<file path="config.mk">
export PLATFORM = sky130hd
export DESIGN_NAME = pipe_hazard_ctrl
export DESIGN_NICKNAME = d
export VERILOG_FILES = /design/src/rtl/pipe_hazard_ctrl.sv
export SDC_FILE = /design/constraint.sdc
export NUM_CORES = 1
export LEC_CHECK = 0
export CAP_MARGIN = 10
export CORE_UTILIZATION = 50
export DETAILED_ROUTE_END_ITERATION = 10
export GPL_ROUTABILITY_DRIVEN = 1
export PLACE_DENSITY = 0.87
export SETUP_SLACK_MARGIN = 0.2
export SYNTH_ARGS = -nofsm -noshare
export SYNTH_HDL_FRONTEND = slang
export SYNTH_SLANG_ARGS = --single-unit
</file>
<file path="constraint.sdc">
create_clock -name sys_clk -period 4.2 [get_ports sys_clk]
set_input_delay 0.84 -clock sys_clk [delete_from_list [all_inputs] [get_ports sys_clk]]
set_output_delay 0.84 -clock sys_clk [all_outputs]
set_load 0.01 [all_outputs]
</file>
<file path="src/rtl/pipe_hazard_ctrl.sv">
// Pipeline hazard controller: load-use / multi-cycle EX / MEM wait sequencing,
// jump flush generation and stall/flush performance counters.
module pipe_hazard_ctrl #(
   parameter int unsigned CNT_W       = 32,
   parameter int unsigned MEM_TIMEOUT = 255
) (
   input  logic             sys_clk,
   input  logic             sys_rst,
   input  logic [4:0]       id_Rs1,
   input  logic [4:0]       id_Rs2,
   input  logic             id_rs1_used,
   input  logic             id_rs2_used,
   input  logic             ex_mem_read,
   input  logic [4:0]       ex_Rd,
   input  logic             ex_busy_req,
   input  logic             ex_done,
   input  logic             mem_req,
   input  logic             mem_ack,
   input  logic             ex_jump_en,
   input  logic [31:0]      ex_jump_addr,
   output logic [2:0]       flag_hold,
   output logic             flag_flush,
   output logic             jump_en_o,
   output logic [31:0]      jump_addr_o,
   output logic             mem_timeout_o,
   output logic [CNT_W-1:0] stall_cnt,
   output logic [CNT_W-1:0] flush_cnt
);

   typedef enum logic [1:0] {IDLE, EX_BUSY, MEM_WAIT} state_t;

   localparam logic [15:0] TMO_LAST = 16'(MEM_TIMEOUT - 1);

   state_t           state, state_nxt;
   logic             ex_pend, ex_pend_nxt;
   logic             done_seen, done_seen_nxt;
   logic [15:0]      tmo_cnt, tmo_nxt;
   logic [CNT_W-1:0] stall_q, flush_q;

   logic       mem_wait_cond, mem_stall, mem_tmo, ex_hold, load_use, flush;
   logic [2:0] hold;

   always_comb begin
      mem_wait_cond = mem_req & ~mem_ack;
      mem_stall     = mem_wait_cond & (tmo_cnt != TMO_LAST);
      mem_tmo       = mem_wait_cond & (tmo_cnt == TMO_LAST);
      // A done seen during a MEM stall already released the EX op.
      ex_hold       = ex_busy_req | (ex_pend & ~ex_done & ~done_seen);
      load_use      = ex_mem_read & (ex_Rd != 5'd0) &
                      ((id_rs1_used & (id_Rs1 == ex_Rd)) |
                       (id_rs2_used & (id_Rs2 == ex_Rd)));
      flush         = ex_jump_en & ~mem_stall & ~ex_hold;

      hold = 3'b000;
      if (mem_stall)             hold = 3'b100;
      else if (ex_hold)          hold = 3'b010;
      else if (load_use & ~flush) hold = 3'b001;
   end

   always_comb begin
      ex_pend_nxt   = ex_pend;
      done_seen_nxt = done_seen;
      if (ex_busy_req) begin
         ex_pend_nxt   = 1'b1;
         done_seen_nxt = 1'b0;
      end else if (ex_pend) begin
         if (mem_stall) begin
            if (ex_done) done_seen_nxt = 1'b1;
         end else if (ex_done | done_seen) begin
            ex_pend_nxt   = 1'b0;
            done_seen_nxt = 1'b0;
         end
      end

      tmo_nxt = '0;
      if (mem_stall) tmo_nxt = (state == MEM_WAIT) ? tmo_cnt + 16'd1 : 16'd1;

      if (mem_stall)        state_nxt = MEM_WAIT;
      else if (ex_pend_nxt) state_nxt = EX_BUSY;
      else                  state_nxt = IDLE;
   end

   always_ff @(posedge sys_clk) begin
      if (sys_rst) begin
         state     <= IDLE;
         ex_pend   <= 1'b0;
         done_seen <= 1'b0;
         tmo_cnt   <= '0;
         stall_q   <= '0;
         flush_q   <= '0;
      end else begin
         state     <= state_nxt;
         ex_pend   <= ex_pend_nxt;
         done_seen <= done_seen_nxt;
         tmo_cnt   <= tmo_nxt;
         if (hold != 3'b000) stall_q <= stall_q + 1'b1;
         if (flush)          flush_q <= flush_q + 1'b1;
      end
   end

   always_comb begin
      flag_hold     = sys_rst ? 3'b000 : hold;
      flag_flush    = ~sys_rst & flush;
      jump_en_o     = ~sys_rst & flush;
      jump_addr_o   = (~sys_rst & flush) ? ex_jump_addr : '0;
      mem_timeout_o = ~sys_rst & mem_tmo;
      stall_cnt     = sys_rst ? '0 : stall_q;
      flush_cnt     = sys_rst ? '0 : flush_q;
   end

endmodule

</file>
After elaboration in Yosys (flattened, before gate mapping) --
Cells that the tools add are included.
Cells by class: $add $sub $neg 3, eq/ne operators 6, mux-type cells 17, bitwise operators 25, reduce and logical (&&, ||, !) cells 8
Operators with widths (count):
- two-way mux 32 bit | 3
- adder 32 x 1 -> 32 bit, second input constant | 2
- adder 16 x 1 -> 16 bit, second input constant | 1
- == test 16 x 8 -> 1 bit, second input constant | 1
- != test 16 x 8 -> 1 bit, second input constant | 1
- bitwise AND 1 bit | 14
- == test 5 bit | 2
- two-way mux 1 bit | 10
- NOT 1 bit | 8
- two-way mux 3 bit | 2
- OR reduction 2 bit | 3
- nonzero test 5 bit | 1
- two-way mux 2 bit | 2
- OR 1 bit | 3
- AND reduction 3 bit | 1
- nonzero test 3 bit | 1
- OR reduction 3 bit | 1
- == test 2 bit, second input constant | 1
- != test 2 bit, second input constant | 1
- nonzero test 2 bit | 1
Storage, ports and cells: flip-flop bits (word level) 84, input port bits 57, output and inout port bits 102, logic and storage cells 67

Logic depth before layout (Yosys ltp) --
depth after elaboration 12, depth in mapped cells 10, gate-level depth less buffers 8

Least setup slack after synthesis --
No wires, ideal clock.
path type reg-to-output, start reg tmo_cnt[13], end out jump_addr_o[22], arrival time 2.227 ns, required time 3.360 ns, path slack 1.133 ns, cell stages (with the launch flop) 7, path buffers 1, path through dfxtp_1 or4_4 nor4_4 o211ai_2 nor2_1 buf_2 and2_1
Between the ends: longest elaborated chain between the ends 7
Ends and longest elaborated chain:
- start: declaration | RTL line 37 | logic [15:0] tmo_cnt, tmo_nxt;
- start signal: assignment | RTL line 95 | tmo_cnt <= tmo_nxt;
- != test 16 x 8 -> 1 bit | RTL line 45 | mem_stall = mem_wait_cond & (tmo_cnt != TMO_LAST);
- bitwise AND 1 bit | RTL line 45
- NOT 1 bit (no line)
- bitwise AND 1 bit (2 in a row) | RTL line 52 | flush = ex_jump_en & ~mem_stall & ~ex_hold;
- bitwise AND 1 bit
- named net flag_flush | RTL line 22 | output logic flag_flush,
- two-way mux 32 bit | RTL line 105 | jump_addr_o = (~sys_rst & flush) ? ex_jump_addr : '0;
- end: declaration | RTL line 24 | output logic [31:0] jump_addr_o,
The timed path passes the listed nets, and every way through them passes these cells.

Worst setup path in the final report --
start reg tmo_cnt[13], end out jump_addr_o[29]
Between the ends: longest elaborated chain between the ends 7
Ends and longest elaborated chain (RTL line):
- != test 16 x 8 -> 1 bit | 45
- bitwise AND 1 bit | 45
- NOT 1 bit (no line)
- bitwise AND 1 bit (2 in a row) | 52
- bitwise AND 1 bit | 105
- two-way mux 32 bit | 105
Every way passes these cells.

==> impl_results.md <==
- Sink Count: 84
- Global-route wire length before repair: 20000 um
- Outcome: complete, but fails checks
- Period utilization: 0.901
- Final Max Slew Viols: 0
- Failing checks: DRC
- Post-Place Setup Slack: about 0.45 ns
- Hold/Removal Path Class: reg2reg
- GRT Total Usage: 0.256
- Remaining global-route overflow: 0
- Clk_lat worst skew: 0.34 ns
- Setup ws final: between 0.4 and 0.5 ns
- Die area: 9710 sq um
- Worst Max-Slew Pin Slew: 0.772 ns
- CTS tree: built
- Top cells by area, synth: dfxtp_1 (36%), nor2b_1 (7.7%), xnor2_1 (6.0%)
- First-pass iteration count of the detailed router: 9
- Root Buffer: clkbuf_8
- DP HPWL: ~9500 um
- Die width: between 90 and 100 um
- Critical path startpoint category: flop
- Fmax: 0.264 GHz
- IO Pins: 159
- Lkg Pwr: 0.00209 uW
- Post-CTS Resized: 0
- Post-synth EDFFs: 0
- Ys flop type: dfxtp_1
- CTS clock-pin slew for the worst setup and hold paths: roughly 0.080 ns
- Asr flop ratio synth: 0
- Max H-tree Level: 3
- Inst Count DP: roughly 830
- CP cell instances: or4_4 -> nor4_4 -> buf_4 -> o211ai_2 -> nor2_4 -> buf_4 -> and2_1 -> clkdlybuf4s50_1
- Setup TNS: 0 ns
- Post-DRT Antenna Nets: 0
- Starting Density: 0.524
- Area of the core: 8890 sq um
- Final hold violation count: 0
- Area delta synth->final: 39.9%
- DP Area: 6310 sq um
- CTS buffer count: 9
- Antenna violations before repair: 0
- Via/cell ratio: roughly 5.6
- Layout cell share with drive strength beyond 1: 0.0473
- Post-Route Skew: 0.00937 ns
- Min Clock Period, post-route: approximately 3.8 ns
- Pwr dens: 237 nW/um^2
- Max clock buf depth: 2
- Critical Path RT: 3.36 ns
- Post-synth net total: roughly 650
- Most common cell on crit path: buf_4
- VDD IR max: 179 uV
- Yosys warning count: 0
- Share of the synthesized area in the top cell type: 0.361
- Setup violators final: 0
- Mapped Avg Cell Area: 7.95 sq um
- Post-CTS setup repair buffer count: 0
- Hold buffer count at CTS: 0
- Critical path fanouts, max: 17
- FF+latch count, synth: 84
- Mapped Cells: 586
- Die H: approximately 99 um
- Vias in the first global route: 4461
- Port-buffer cells: 158
- Row count: 34
- Most frequent cell after synthesis: dfxtp_1
- Crit path capture type: output port
- Synth unique cells: 49
- Routed via count: 4732
- Setup CP Type: reg2out
- Residual DRC: 1
- Max-Cap Viols: 0
- Max_slew headroom: 0.484
- Largest net degree at the start of global routing: between 40 and 50
- Design area: approximately 6500 sq um
- Post-synth top cells: dfxtp_1 (84), nor2_1 (71), nor2b_1 (57)
- Area leader, netlist: dfxtp_1
- Wire per inst: 15.0 um
- Finished Layout Cells: 848
- Worst Path Arrival: 2.94 ns
- Number of DRC markers in iteration 0: 191
- RSZ-0062 raised after global routing: no
- NumNets Final: 797
- Diode count: 0
- Sequential share of the synthesized area: 0.361
- Worst path slowest cell: or4_4
- Mapped Area: between 4000 and 5000 sq um
- GP Congestion: around 0.88
- CP peak stage delay: 0.56 ns
- Routed WL: approximately 13000 um
## layout by cell type (no fill, tap or decap), types with 2 or more instances in the layout
cell and instances:
clkdlybuf4s50_1 157, dfxtp_1 84, nor2_1 70, nor2b_1 57, and2_1 35, nand2_1 33
a21oi_1 33, xnor2_1 32, nand3_1 29, nor3_1 25, or3_1 18, or4_1 17
nand4_1 15, o31ai_1 15, xor2_1 14, inv_1 13, o21ai_0 11, clkbuf_8 10
buf_4 10, and3_1 6, o21ai_1 6, mux2_1 6, nor4_1 4, ha_1 4
nor3b_1 3, clkbuf_1 3, and4_1 2, or4b_2 2, o2111ai_1 2
## cell families after synthesis
family | Yosys count | share of synthesized area
buffers and inverters | 42 | 0.0379
XOR/XNOR | 46 | 0.0865
AO/OA/AOI/OAI | 77 | 0.103
AND/OR/NAND/NOR | 325 | 0.382
multiplexers | 8 | 0.0191
flip-flops | 84 | 0.361
adder cells (fa/ha/maj) | 4 | 0.0107
## path summary, 6_finish.rpt
kind,from,end,slack (ns),cells after the start
worst max-delay path,tmo_cnt[13],jump_addr_o[29],0.42,8
worst min-delay path,stall_q[31],stall_q[31],0.48,2
worst max register to register,tmo_cnt[13],stall_q[30],1.35,8
worst min register to register,stall_q[31],stall_q[31],0.48,2
## worst max-delay path, delay by kind of cell (launching register included)
family	cells	cell delay, ns
simple gates	4	1.14
buf+inv	3	0.99
flops	1	0.35
compound gates	1	0.12
## layout make-up
cell class	count	area [sq um]
well taps	108	135
clock buffers	13	149
inverters	13	48.8
flip-flops and latches	84	1680
repair buffers	168	1660
multi-input cells	460	2810
clock inverters	2	35.0
fillers	684	2380
## stage by stage
step | util | hold slack [ns] | total power, uW
floorplan | - | 0.447 | 908
global placement | 0.710 | 0.459 | 1000
detailed placement | 0.710 | 0.468 | 1000
CTS | 0.731 | 0.479 | 1550
global route | 0.733 | 0.513 | 1600
finish | 0.733 | 0.480 | 1550
## power breakdown
part / total [uW] / switching, uW / internal [uW]
logic: 176 / 82.2 / 93.5
registers: 812 / 9.29 / 803
clock network: 558 / 269 / 288
## registers in the layout (all words and copies together) (netlist names)
signal / count
stall_q: 32
state: 2
tmo_cnt: 16
ex_pend: 1
flush_q: 32
done_seen: 1
## per-layer routing
layer | global-route usage | share of wire | vias to the layer above
li1 | - | - | 2329
met1 | 0.291 | 0.40 | 2233
met2 | 0.471 | 0.52 | 152
met3 | 0.0539 | 0.062 | 18
met4 | 0.0918 | 0.017 | 0
met5 | 0 | 0 | -
No activity file was read; power rests on OpenSTA's default activity.
